`src/rtl/piezo_dur_timer_pkg.sv`:
```
// Shared types and constants for the piezo note-duration timer.
package piezo_pkg;

    typedef enum logic [1:0] {
        IDLE = 2'd0,
        NOTE = 2'd1,
        GAP  = 2'd2
    } dur_state_t;

    localparam int unsigned PIEZO_TICK_DIV_50MHZ = 500000;
    localparam int unsigned PIEZO_DUR_W_DEFAULT  = 8;

endpackage

```
`src/rtl/piezo_dur_timer_if.sv`:
```
// Start/busy/note_over handshake between the tune sequencer and the duration timer.
interface piezo_dur_timer_if
    import piezo_pkg::*;
#(
    parameter int unsigned DUR_W = PIEZO_DUR_W_DEFAULT
);
    logic             start;
    logic             abort;
    logic             pause;
    logic [DUR_W-1:0] note_dur;
    logic             busy;
    logic             note_on;
    logic             note_over;
    logic             ready;

    modport master (
        output start, abort, pause, note_dur,
        input  busy, note_on, note_over, ready
    );

    modport slave (
        input  start, abort, pause, note_dur,
        output busy, note_on, note_over, ready
    );
endinterface

```
`src/rtl/piezo_dur_timer_tick_gen.sv`:
```
// Duration-tick prescaler: one tick every TICK_DIV unheld clk cycles.
module piezo_tick_gen
    import piezo_pkg::*;
#(
    parameter int unsigned TICK_DIV = PIEZO_TICK_DIV_50MHZ
) (
    input  logic clk,
    input  logic rst,
    input  logic clr,
    input  logic hold,
    output logic tick
);
    localparam int unsigned         CNT_W = $clog2(TICK_DIV);
    localparam logic [CNT_W-1:0]    LAST  = CNT_W'(TICK_DIV - 1);

    logic [CNT_W-1:0] cnt;

    assign tick = (cnt == LAST) && !hold;

    always_ff @(posedge clk or posedge rst) begin
        if (rst) begin
            cnt <= '0;
        end else if (clr) begin
            cnt <= '0;
        end else if (!hold) begin
            cnt <= (cnt == LAST) ? '0 : cnt + CNT_W'(1);
        end
    end
endmodule

```
`src/rtl/piezo_dur_timer.sv`:
```
// Note-duration timer: times a note plus a silent gap and reports completion.
// Optional one-entry pending-note buffer enabled by PIEZO_DUR_QUEUE_EN.
module piezo_dur_timer
    import piezo_pkg::*;
#(
    parameter int unsigned TICK_DIV  = PIEZO_TICK_DIV_50MHZ,
    parameter int unsigned DUR_W     = PIEZO_DUR_W_DEFAULT,
    parameter int unsigned GAP_TICKS = 2
) (
    input  logic             clk,
    input  logic             rst,
    piezo_dur_timer_if.slave bus
);
    localparam int unsigned      GAP_W    = (GAP_TICKS > 1) ? $clog2(GAP_TICKS) : 1;
    localparam logic [GAP_W-1:0] GAP_LAST = GAP_W'((GAP_TICKS > 0) ? GAP_TICKS - 1 : 0);

    dur_state_t       state, state_nxt;
    logic [DUR_W-1:0] dur_lat, dur_lat_nxt;
    logic [DUR_W-1:0] dur_cnt, dur_cnt_nxt;
    logic [GAP_W-1:0] gap_cnt, gap_cnt_nxt;
    logic             busy_q, over_q, over_nxt;
    logic             tick, launch, done, accept, ready_c;
    logic [DUR_W-1:0] launch_dur;
`ifdef PIEZO_DUR_QUEUE_EN
    logic             pend_valid, pend_valid_nxt, from_pend;
    logic [DUR_W-1:0] pend_dur, pend_dur_nxt;

    assign ready_c = (!pend_valid || (state == IDLE)) && !bus.abort;
`else
    assign ready_c = (state == IDLE) && !bus.abort;
`endif
    assign accept        = bus.start && ready_c;
    assign bus.ready     = ready_c;
    assign bus.busy      = busy_q;
    assign bus.note_over = over_q;
    assign bus.note_on   = (state == NOTE) && !bus.pause;

    piezo_tick_gen #(.TICK_DIV(TICK_DIV)) u_tick (
        .clk  (clk),
        .rst  (rst),
        .clr  (launch || bus.abort),
        .hold (bus.pause || (state == IDLE)),
        .tick (tick)
    );

    // Next-state, counter and completion logic; abort overrides everything last.
    always_comb begin
        state_nxt   = state;
        dur_lat_nxt = dur_lat;
        dur_cnt_nxt = dur_cnt;
        gap_cnt_nxt = gap_cnt;
        over_nxt    = 1'b0;
        launch      = 1'b0;
        launch_dur  = bus.note_dur;
        done        = 1'b0;
`ifdef PIEZO_DUR_QUEUE_EN
        from_pend      = 1'b0;
        pend_valid_nxt = pend_valid;
        pend_dur_nxt   = pend_dur;
`endif
        unique case (state)
            IDLE: begin
`ifdef PIEZO_DUR_QUEUE_EN
                if (pend_valid) begin
                    launch     = 1'b1;
                    launch_dur = pend_dur;
                    from_pend  = 1'b1;
                end else if (accept) begin
                    launch = 1'b1;
                end
`else
                if (accept) launch = 1'b1;
`endif
            end
            NOTE: begin
                if (tick) begin
                    if (dur_cnt == dur_lat - DUR_W'(1)) begin
                        dur_cnt_nxt = '0;
                        if (GAP_TICKS == 0) done = 1'b1;
                        else                state_nxt = GAP;
                    end else begin
                        dur_cnt_nxt = dur_cnt + DUR_W'(1);
                    end
                end
            end
            GAP: begin
                if (tick) begin
                    if (gap_cnt == GAP_LAST) begin
                        gap_cnt_nxt = '0;
                        done        = 1'b1;
                    end else begin
                        gap_cnt_nxt = gap_cnt + GAP_W'(1);
                    end
                end
            end
            default: state_nxt = IDLE;
        endcase

        if (done) begin
            state_nxt = IDLE;
            over_nxt  = 1'b1;
`ifdef PIEZO_DUR_QUEUE_EN
            if (pend_valid) begin
                launch     = 1'b1;
                launch_dur = pend_dur;
                from_pend  = 1'b1;
            end
`endif
        end

        // A zero-length note goes straight to the gap, or completes at once without one.
        if (launch) begin
            dur_lat_nxt = launch_dur;
            dur_cnt_nxt = '0;
            gap_cnt_nxt = '0;
            if (launch_dur != '0)    state_nxt = NOTE;
            else if (GAP_TICKS != 0) state_nxt = GAP;
            else begin
                state_nxt = IDLE;
                over_nxt  = 1'b1;
            end
        end

`ifdef PIEZO_DUR_QUEUE_EN
        if (from_pend) pend_valid_nxt = 1'b0;
        if (accept && !(launch && !from_pend)) begin
            pend_valid_nxt = 1'b1;
            pend_dur_nxt   = bus.note_dur;
        end
`endif

        if (bus.abort) begin
            state_nxt   = IDLE;
            dur_lat_nxt = dur_lat;
            dur_cnt_nxt = '0;
            gap_cnt_nxt = '0;
            over_nxt    = 1'b0;
`ifdef PIEZO_DUR_QUEUE_EN
            pend_valid_nxt = 1'b0;
`endif
        end
    end

    always_ff @(posedge clk or posedge rst) begin
        if (rst) begin
            state   <= IDLE;
            dur_lat <= '0;
            dur_cnt <= '0;
            gap_cnt <= '0;
            busy_q  <= 1'b0;
            over_q  <= 1'b0;
`ifdef PIEZO_DUR_QUEUE_EN
            pend_valid <= 1'b0;
            pend_dur   <= '0;
`endif
        end else begin
            state   <= state_nxt;
            dur_lat <= dur_lat_nxt;
            dur_cnt <= dur_cnt_nxt;
            gap_cnt <= gap_cnt_nxt;
            busy_q  <= (state_nxt != IDLE);
            over_q  <= over_nxt;
`ifdef PIEZO_DUR_QUEUE_EN
            pend_valid <= pend_valid_nxt;
            pend_dur   <= pend_dur_nxt;
`endif
        end
    end
endmodule

```
`src/flat_wrapper.sv`:
```
// flat-port wrapper written by rule: the top's interface ports become plain ports
module piezo_dur_timer_flat import piezo_pkg::*;
#(
    parameter int unsigned TICK_DIV  = PIEZO_TICK_DIV_50MHZ,
    parameter int unsigned DUR_W     = PIEZO_DUR_W_DEFAULT,
    parameter int unsigned GAP_TICKS = 2
)
  (clk, rst, bus_start, bus_abort, bus_pause, bus_note_dur, bus_busy, bus_note_on, bus_note_over, bus_ready);
  piezo_dur_timer_if #(.DUR_W(DUR_W)) bus_i ();
  input  logic clk;
  input  logic rst;
  input wire logic [$bits(bus_i.start)-1:0] bus_start;
  input wire logic [$bits(bus_i.abort)-1:0] bus_abort;
  input wire logic [$bits(bus_i.pause)-1:0] bus_pause;
  input wire logic [$bits(bus_i.note_dur)-1:0] bus_note_dur;
  output wire logic [$bits(bus_i.busy)-1:0] bus_busy;
  output wire logic [$bits(bus_i.note_on)-1:0] bus_note_on;
  output wire logic [$bits(bus_i.note_over)-1:0] bus_note_over;
  output wire logic [$bits(bus_i.ready)-1:0] bus_ready;
  assign bus_i.start = bus_start;
  assign bus_i.abort = bus_abort;
  assign bus_i.pause = bus_pause;
  assign bus_i.note_dur = bus_note_dur;
  assign bus_busy = bus_i.busy;
  assign bus_note_on = bus_i.note_on;
  assign bus_note_over = bus_i.note_over;
  assign bus_ready = bus_i.ready;
  piezo_dur_timer #(.TICK_DIV(TICK_DIV), .DUR_W(DUR_W), .GAP_TICKS(GAP_TICKS)) u_core (.clk(clk), .rst(rst), .bus(bus_i));
endmodule
```
`config.mk`:
```
export PLATFORM = sky130hd
export DESIGN_NAME = piezo_dur_timer_flat
export DESIGN_NICKNAME = d
export VERILOG_FILES = /design/src/rtl/piezo_dur_timer_pkg.sv /design/src/rtl/piezo_dur_timer_if.sv /design/src/rtl/piezo_dur_timer_tick_gen.sv /design/src/rtl/piezo_dur_timer.sv /design/src/flat_wrapper.sv
export SDC_FILE = /design/constraint.sdc
export NUM_CORES = 1
export LEC_CHECK = 0
export CORE_AREA = 2 2 117 91
export DETAILED_ROUTE_END_ITERATION = 16
export DIE_AREA = 0 0 119 93
export PLACE_DENSITY_LB_ADDON = 0.25
export SYNTH_ARGS = -nofsm -noshare
export SYNTH_HDL_FRONTEND = slang
export SYNTH_HIERARCHICAL = 1
export SYNTH_SLANG_ARGS = --single-unit
```
`constraint.sdc`:
```
create_clock -name clk -period 3.65 [get_ports clk]
set_input_delay 0.5475 -clock clk [delete_from_list [all_inputs] [get_ports clk]]
set_output_delay 0.5475 -clock clk [all_outputs]
set_load 0.02 [all_outputs]
```
# Word level (Yosys, flattened, before mapping)
# Index checks and enable logic that the tools add are counted.
dict set report totals {
  inputBits 13
  output_inout_bits 4
  word_cells 63
  reg_bits 40
}
dict set report op_classes {
  eq_ne 5
  n_mux 27
  add_sub_neg 4
  reduce_logical 19
  bitwise_logic 1
}
# operator count
set op_table {}
lappend op_table {{$mux W19} 3}
lappend op_table {{$mux W8} 5}
lappend op_table {{$add A19 B1 Y19 const B} 1}
lappend op_table {{$eq A19 B19 Y1 const B} 1}
lappend op_table {{$mux W1} 12}
lappend op_table {{$mux W2} 6}
lappend op_table {{$reduce_bool A3 Y1} 3}
lappend op_table {{$add A8 B1 Y8 const B} 1}
lappend op_table {{$eq A8 B8 Y1} 1}
lappend op_table {{$reduce_bool A8 Y1} 1}
lappend op_table {{$sub A8 B1 Y8 const B} 1}
lappend op_table {{$reduce_and A2 Y1} 3}
lappend op_table {{$logic_and A1 B1 Y1} 4}
lappend op_table {{$pmux W2 S2} 1}
lappend op_table {{$logic_not A1 Y1} 3}
lappend op_table {{$eq A2 B1 Y1 const B} 1}
lappend op_table {{$eq A2 B2 Y1 const B} 1}
lappend op_table {{$logic_not A2 Y1} 1}
lappend op_table {{$logic_or A1 B1 Y1} 2}
lappend op_table {{$ne A2 B2 Y1 const B} 1}
lappend op_table {{$reduce_bool A2 Y1} 1}
lappend op_table {{$reduce_or A2 Y1} 1}
lappend op_table {{$add A1 B1 Y1 const B} 1}
lappend op_table {{$not A1 Y1} 1}

# Longest topological paths before layout
# Gate-level depths: netlist of the first run.
dict set report depth {
  ltp_word 10
  ltp_mapped 9
  depth_no_buf 9
}

# Cells and area by module
# The synthesis of the first run kept the hierarchy.
# module instances area_per_inst_um2 seq_area_each_um2 cells_each
set modules_own_cells {}
lappend modules_own_cells {piezo_dur_timer 1 1322.5 525.5 152}
lappend modules_own_cells {piezo_tick_gen 1 1093.5 475.5 116}

# Worst setup path after synthesis of the first run
# Ideal clock, no wire load.
dict set report synth_timing {
  path_kind {input to register}
  startpoint {input port bus_abort}
  endpoint {register u_core.u_tick.cnt[12]}
  n_path_buf 1
  stages 9
  setup_ps 124
  required_time_ps 3526
  slack_ps 1115
  arrival_time_ps 2411
  cell_sequence {nor3_1 -> and2_1 -> nor2_4 -> inv_2 -> or2_0 -> clkbuf_1 -> a41oi_2 -> and3_1 -> a211o_1}
}
dict set report synth_via {
  elab_chain_len 7
  elab_cells_between_ends 8
  classes_between {1 x eq/ne; 3 x mux; 4 x reduce/logical}
}
# element line
set synth_rtl {}
lappend synth_rtl {{start: declaration} flat_wrapper.sv:13} ;# input wire logic [$bits(bus_i.abort)-1:0] bus_abort;
lappend synth_rtl {{$logic_not A1 Y1} piezo_dur_timer.sv:30} ;# assign ready_c = (state == IDLE) && !bus.abort;
lappend synth_rtl {{$logic_and A1 B1 Y1} piezo_dur_timer.sv:30}
lappend synth_rtl {{$logic_and A1 B1 Y1} piezo_dur_timer.sv:32} ;# assign accept = bus.start && ready_c;
lappend synth_rtl {{$mux W1} piezo_dur_timer.sv:72} ;# if (accept) launch = 1'b1;
lappend synth_rtl {{$mux W1} piezo_dur_timer.sv:61} ;# unique case (state)
lappend synth_rtl {{$logic_or A1 B1 Y1 *} piezo_dur_timer.sv:41} ;# .clr (launch || bus.abort),
lappend synth_rtl {{$ne A2 B2 Y1 (no line) / $mux W19 (equally long branches)} n/a}
lappend synth_rtl {{end signal: assignment} piezo_dur_timer_tick_gen.sv:26} ;# cnt <= (cnt == LAST) ? '0 : cnt + CNT_W'(1);
lappend synth_rtl {{end: declaration} piezo_dur_timer_tick_gen.sv:16} ;# logic [CNT_W-1:0] cnt;
# Mark *: on every way between the ends. The rest lies on a longest branch, timed or not.
# A chain may end at the register's enable or synchronous reset.

# Final worst setup path of the first run
dict set report layout_timing {
  startpoint {input port bus_abort}
  endpoint {register u_core.u_tick.cnt[18]}
}
# Same word-level chain as after synthesis.

==> out/summary.txt, run 1 <==
Status -> complete, no violations
Share of power burned in registers -> 0.425
Synthesized instance count -> 268
Synth warnings -> 6
Initial DRC Count -> 85
Post-synthesis sequential area ratio -> 0.414
Avg WL per Cell -> 13.1 um
Layout fillers -> 1061
Critical setup path kind -> in2reg
Port Buffer Count -> 16
Clk root buf -> clkbuf_16
Hold Path End -> u_core/dur_lat[7]
Crit Path Max Fanout -> 10
Switch share -> 0.260
Syn_nets -> 284
Max_cap viols -> 0
Max transition margin -> 0.438
Gpl congestion -> 0.816
Worst path cell trace -> clkdlybuf4s50_1 -> buf_4 -> nor3_1 -> and2_1 -> nor2_4 -> inv_2 -> or2_0 -> a41oi_2 -> or3b_1 -> nand3_1
Placed insts -> 415
WP data required -> 3.87 ns
Clock sink total -> 40
Number of synthesized flops with an enable pin -> 0
Yosys reg bits -> 40
Final Hold Viols -> 0
Dpl ws -> 0.645 ns
Multiplexer area fraction after synthesis -> 0
Clock network fraction of design power -> 0.438
Worst hold stages -> 2
Clock Skews -> 0.00483 ns
First-pass GRT wire length -> 9.91 mm
Vias per cell -> 4.71
Hold buffers post-CTS -> 0
Cell area after synthesis -> 2420 um^2
Final non-filler cell total -> 423
Max VDD drop -> 216 uV
H-tree depth -> 2
Routed WL -> 5.52 mm
Die height -> 93 um
Die W -> 119 um
DRT Pass-1 Iters -> 4
Main combinational cell family by area after synthesis -> simple AND/OR/NAND/NOR gates
Worst Path Arrival -> 2.95 ns
Layout Nets -> 302
GR Util met1 -> 0.168
Worst R2R Start -> u_core/dur_lat[0]
Achievable Freq -> 367 MHz
Static leakage -> 0.00115 uW
Synth Area in Simple Gates -> 0.317
Setup violators final -> 0
Clk Latency, worst-skew pair -> 0.28 ns
# diodes -> 0
Initial cell density of the core -> 0.242
Compound-Gate Fraction of Synth Area -> 0.151
Synth Area in XOR/XNOR -> 0.0761
Number of global-route vias before repair -> 1957
HPWL Detailed -> 4.14 mm
Area Growth Syn to Fin -> 20.1%
Cts repair resizes -> 0
Startpoint Class -> primary input
Hold path startpoint -> u_core/dur_lat[7]
Worst path slowest cell -> clkdlybuf4s50_1
PwrDens -> 396 nW/um^2
Met3 usage -> 0.0189
All-layer global routing usage -> 0.110
CTS tree -> built
Total grt overflow -> 0
Reg2reg path depth -> 8
Final Cycle Share -> 0.747
Synth Area in Adders -> 0.0155
Reg2reg end -> u_core/dur_cnt[7]
Final worst slack -> 0.923 ns
Via count -> 1992
Grt peak-use layer -> met1
DRC -> 0
# rows -> 32
Post-CTS Setup Inserts -> 0
Slew @ Worst Pin -> 0.843 ns
Initial antenna violation count -> 0
Syn Area/Cell -> 9.02 um^2
I/O pins -> 17
Reg2reg setup slack -> 1.27 ns
Die Area -> 11100 um^2
Largest stage delay on the critical path -> 0.45 ns
Net Switching -> 298 uW
Post-Route Setup TNS -> 0 ns
Comb pwr share -> 0.137
Routed Antenna Nets -> 0
Share of layout cells above drive strength 1 -> 0.0976
Core area -> 9970 um^2
HP Class -> reg2reg
RSZ-0062 raised after global routing -> false
Met2 usage -> 0.155
Tmin final -> 2.73 ns
CTS clk-pin slew, worst paths -> 0.06 ns
Core Util, Final -> 0.291
Max Slew Vio Count -> 0
Ys async rst share -> 1.00
Yosys cell types -> 55
Clock Path Buffers -> 2
CTS Buf Count -> 5
Critical Path End Type -> flip-flop
P_int -> 850 uW
Largest net degree at the start of global routing -> 22
Most used DFF post-synth -> dfrtp_1
-- cells in the final DEF, fill, tap and decap left out, drive strengths merged, types with 4 or more instances in the layout --
cell type and instances:
nor3 8, a21oi 9, nand2b 4, nor4 5
nand3 15, clkdlybuf4s50 16, o311ai 4, clkbuf 5
inv 8, nor2b 6, o21ai 13, xnor2 8
and3 10, o21bai 4, xor2 13, nand2 48
o2111ai 4, nand4 9, nor2 19, dfrtp 40
-- per-stage QoR --
step	instance area [um^2]	hold WS, ns	total power [uW]
2_1_floorplan	2420	0.465	601
3_3_place_gp	2740	0.512	657
3_5_place_dp	2740	0.503	656
4_1_cts	2900	0.519	1170
5_1_grt	2900	0.537	1210
6_report	2900	0.510	1150
-- synth_stat cells (3+ instances only) --
master | instances | area, um^2
a21oi_1 | 8 | 40.0
and3_1 | 9 | 56.3
buf_2 | 3 | 15.0
clkbuf_1 | 5 | 18.8
dfrtp_1 | 40 | 1000
ha_1 | 3 | 37.5
inv_1 | 7 | 26.3
nand2_1 | 48 | 180
nand2b_1 | 4 | 25.0
nand3_1 | 15 | 75.1
nand4_1 | 9 | 56.3
nor2_1 | 18 | 67.6
nor2b_1 | 6 | 37.5
nor3_1 | 7 | 35.0
nor4_1 | 4 | 25.0
o21ai_0 | 10 | 50.1
o21ai_1 | 3 | 15.0
o21bai_1 | 3 | 22.5
or3_1 | 3 | 18.8
xnor2_1 | 8 | 70.1
xor2_1 | 13 | 114
-- worst max path at each step --
stage	slack (ns)	from	endpoint
6_report	0.92	bus_abort	u_core/u_tick/cnt[18]
5_1_grt	0.66	bus_abort	u_core/u_tick/cnt[9]
4_1_cts	0.94	bus_abort	u_core/u_tick/cnt[18]
3_5_place_dp	0.65	bus_abort	u_core/u_tick/cnt[18]
3_3_place_gp	0.71	bus_abort	u_core/u_tick/cnt[18]
2_1_floorplan	1.12	bus_abort	u_core/u_tick/cnt[12]
-- area by class of cell --
type	instances	area [um^2]	share of cell area
Multi-Input combinational cell	212	1350	0.466
Sequential cell	40	1000	0.345
Timing Repair Buffer	19	183	0.0629
Tap cell	136	170	0.0586
Clock buffer	5	125	0.0431
Clock inverter	3	42.5	0.0147
Inverter	8	30.0	0.0103
-- power groups by stage --
stage	Sequential, uW	Clock [uW]	Combinational [uW]
6_report	488	503	158
4_1_cts	488	519	160
3_5_place_dp	496	0	160
5_1_grt	491	538	178
3_3_place_gp	496	0	160
2_1_floorplan	488	0	113
-- sequential cells by signal, summed over array words and instances, names as in the netlist --
signal	count
u_core/dur_cnt	8
u_core/bus.busy	1
u_core/bus.note_over	1
u_core/state	2
u_core/dur_lat	8
u_core/u_tick/cnt	19
u_core/gap_cnt	1
-- critical path: cells and delay by family --
| kind | cells | cell delay, ns |
|---|---|---|
| AOI/OAI and AO/OA | 1 | 0.43 |
| buffers and inverters | 3 | 0.69 |
| and+or+nand+nor | 6 | 1.27 |
-- kinds of logic (layout without fill, tap and decap cells) --
family / Yosys count / count (layout)
flops: 40 / 40
fa+ha+maj: 3 / 3
compound gates: 47 / 47
xor+xnor: 21 / 21
buf+inv: 16 / 35
simple gates: 141 / 141
-- metal layers --
metal | vias to the layer above | part of all wire
li1 | 1001 | -
met5 | - | 0
met3 | 5 | 0.024
met2 | 23 | 0.40
met4 | 0 | 0.016
met1 | 963 | 0.56
(Power assumes the default switching activity.)
==> run 2: changes to the inputs <==
==> constraint.sdc (replaced) <==
create_clock -name clk -period 2.5 [get_ports clk]
set_input_delay 0.375 -clock clk [delete_from_list [all_inputs] [get_ports clk]]
set_output_delay 0.375 -clock clk [all_outputs]
set_load 0.02 [all_outputs]
==> out/summary.txt, run 2 (same netlist as run 1, synthesis figures left out) <==
Vias per cell -> 4.61 (was 4.71)
Clock Path Buffers -> 2 (unchanged)
Worst path slowest cell -> a21oi_1 (was clkdlybuf4s50_1)
RSZ-0062 raised after global routing -> false (unchanged)
DRT Pass-1 Iters -> 4 (unchanged)
Area Growth Syn to Fin -> 23.4% (was 20.1%)
Hold buffers post-CTS -> 0 (unchanged)
Die height -> 93 um (unchanged)
Cts repair resizes -> 0 (unchanged)
CP Buf/Inv Count -> 1 (was 3)
HPWL Detailed -> 4.15 mm (was 4.14 mm)
Layout fillers -> 1069 (was 1061)
Avg WL per Cell -> 12.5 um (was 13.1 um)
Final Cycle Share -> 0.905
Power, Total -> 1600 uW (was 1150 uW)
Max Slew Vio Count -> 0 (unchanged)
Routed Antenna Nets -> 0 (unchanged)
Port Buffer Count -> 16 (unchanged)
Status -> complete, no violations (unchanged)
Critical setup path kind -> reg2reg (was in2reg)
Slew @ Worst Pin -> 0.762 ns (was 0.843 ns)
Worst Path Arrival -> 2.45 ns (was 2.95 ns)
Layout Nets -> 315 (was 302)
Die Area -> 11100 um^2 (unchanged)
Worst path cell trace -> ha_1 -> and4_2 -> nand4_1 -> nor2_1 -> buf_4 -> a21oi_1 -> nand2_1 -> o311ai_2 (was clkdlybuf4s50_1 -> buf_4 -> nor3_1 -> and2_1 -> nor2_4 -> inv_2 -> or2_0 -> a41oi_2 -> or3b_1 -> nand3_1)
Largest register FFs -> 19 (unchanged)
PwrDens -> 538 nW/um^2 (was 396 nW/um^2)
Clk Latency, worst-skew pair -> 0.28 ns (about the same)
Clk root buf -> clkbuf_16 (unchanged)
H-tree depth -> 2 (unchanged)
Commonest non-fill, non-tap cell in the layout -> nand2_1 (unchanged)
DRC -> 0 (unchanged)
Max transition margin -> 0.492 (was 0.438)
Largest register by flop count -> u_core/u_tick/cnt (unchanged)
WP data required -> 2.68 ns (was 3.87 ns)
Share of layout cells above drive strength 1 -> 0.133 (was 0.0976)
Cell family with most CP delay -> compound AO/OA/AOI/OAI gates (was simple AND/OR/NAND/NOR gates)
Largest stage delay on the critical path -> 0.56 ns (was 0.45 ns)
Gpl congestion -> 0.800 (was 0.816)
I/O pins -> 17 (unchanged)
Core area -> 9970 um^2 (unchanged)
Tmin final -> 2.26 ns
Commonest non-fill, non-tap cells in the layout -> 48 x nand2_1, 40 x dfrtp_1, 18 x nor2_1 (unchanged)
Achievable Freq -> 442 MHz
Max VDD drop -> 239 uV (was 216 uV)
HP Class -> in2async (was reg2reg)
Post-Route Setup TNS -> 0 ns (unchanged)
Largest net degree at the start of global routing -> 22 (unchanged)
Number of global-route vias before repair -> 1905 (was 1957)
CTS tree -> built (unchanged)
Initial antenna violation count -> 0 (unchanged)
# rows -> 32 (unchanged)
Via count -> 2009 (was 1992)
# diodes -> 0 (unchanged)
Largest regs -> u_core/u_tick/cnt (19), u_core/dur_cnt (8), u_core/dur_lat (8) (unchanged)
Post-CTS Setup Inserts -> 0 (unchanged)
Setup violators final -> 0 (unchanged)
Static leakage -> 0.00121 uW (was 0.00115 uW)
Startpoint Class -> flip-flop (was primary input)
Clock Skews -> 0.00259 ns (was 0.00483 ns)
Initial cell density of the core -> 0.242 (unchanged)
CTS clk-pin slew, worst paths -> 0.06 ns (about the same)
Clock sink total -> 40 (unchanged)
Final Hold Viols -> 0 (unchanged)
First-pass GRT wire length -> 9.47 mm (was 9.91 mm)
Total grt overflow -> 0 (unchanged)
CTS Buf Count -> 5 (unchanged)
All-layer global routing usage -> 0.106 (was 0.110)
Crit Path Max Fanout -> 8 (was 10)
Critical Path End Type -> flip-flop (unchanged)
Routed WL -> 5.45 mm (was 5.52 mm)
Initial DRC Count -> 95 (was 85)
Max_cap viols -> 0 (unchanged)
Die W -> 119 um (unchanged)
[run 2: where the power goes]
| part | leakage, uW | switching [uW] | total (uW) | internal (uW) |
|---|---|---|---|---|
| clock | 0.0000712 | 244 | 642 | 398 |
| combinational | 0.000591 | 136 | 253 | 117 |
| sequential | 0.000545 | 37.4 | 709 | 671 |
| total | 0.00121 | 418 | 1600 | 1190 |
[run 2: area by class of cell]
type                       instances  area, um^2  area share
clock buffer                       8         146      0.0491
inverter                           8        30.0      0.0101
multi-input combinational        212        1350       0.454
sequential                        40        1000       0.336
tap                              136         170      0.0571
timing repair buffer              32         280      0.0940
[run 2: final timing paths]
kind / slack, ns / endpoint / depth (start not counted) / startpoint
worst min-delay path: 0.47 / u_core/dur_cnt[2] / 3 / rst
worst max register to register: 0.24 / u_core/dur_cnt[4] / 8 / u_core/u_tick/cnt[1]
max in group asynchronous: 1.45 / u_core/u_tick/cnt[7] / 2 / rst
min in group clk: 0.50 / u_core/dur_lat[7] / 2 / u_core/dur_lat[7]
worst min register to register: 0.50 / u_core/dur_lat[7] / 2 / u_core/dur_lat[7]
worst max-delay path: 0.24 / u_core/dur_cnt[4] / 8 / u_core/u_tick/cnt[1]
[run 2: per-layer routing]
metal | vias to the layer above | track usage | part of all wire
li1 | 1022 | - | -
met3 | 8 | 0.0110 | 0.029
met1 | 947 | 0.164 | 0.57
met2 | 32 | 0.145 | 0.38
met4 | 0 | 0.0476 | 0.019
met5 | - | 0 | 0
[run 2: tightest hold or removal path, delay by kind of cell]
family | cells | cell delay [ns]
buffers and inverters | 3 | 0.76
[run 2: stage by stage]
step | hold slack [ns] | instance area (um^2) | util | setup slack, ns | cells
2_1_floorplan | 0.326 | 2420 | - | 0.104 | 268
5_1_grt | 0.515 | 2980 | 0.299 | 0.0618 | 436
4_1_cts | 0.486 | 2980 | 0.299 | 0.151 | 436
3_3_place_gp | 0.489 | 2830 | 0.284 | 0.168 | 428
3_5_place_dp | 0.488 | 2830 | 0.284 | 0.137 | 428
6_report | 0.468 | 2980 | 0.299 | 0.237 | 436
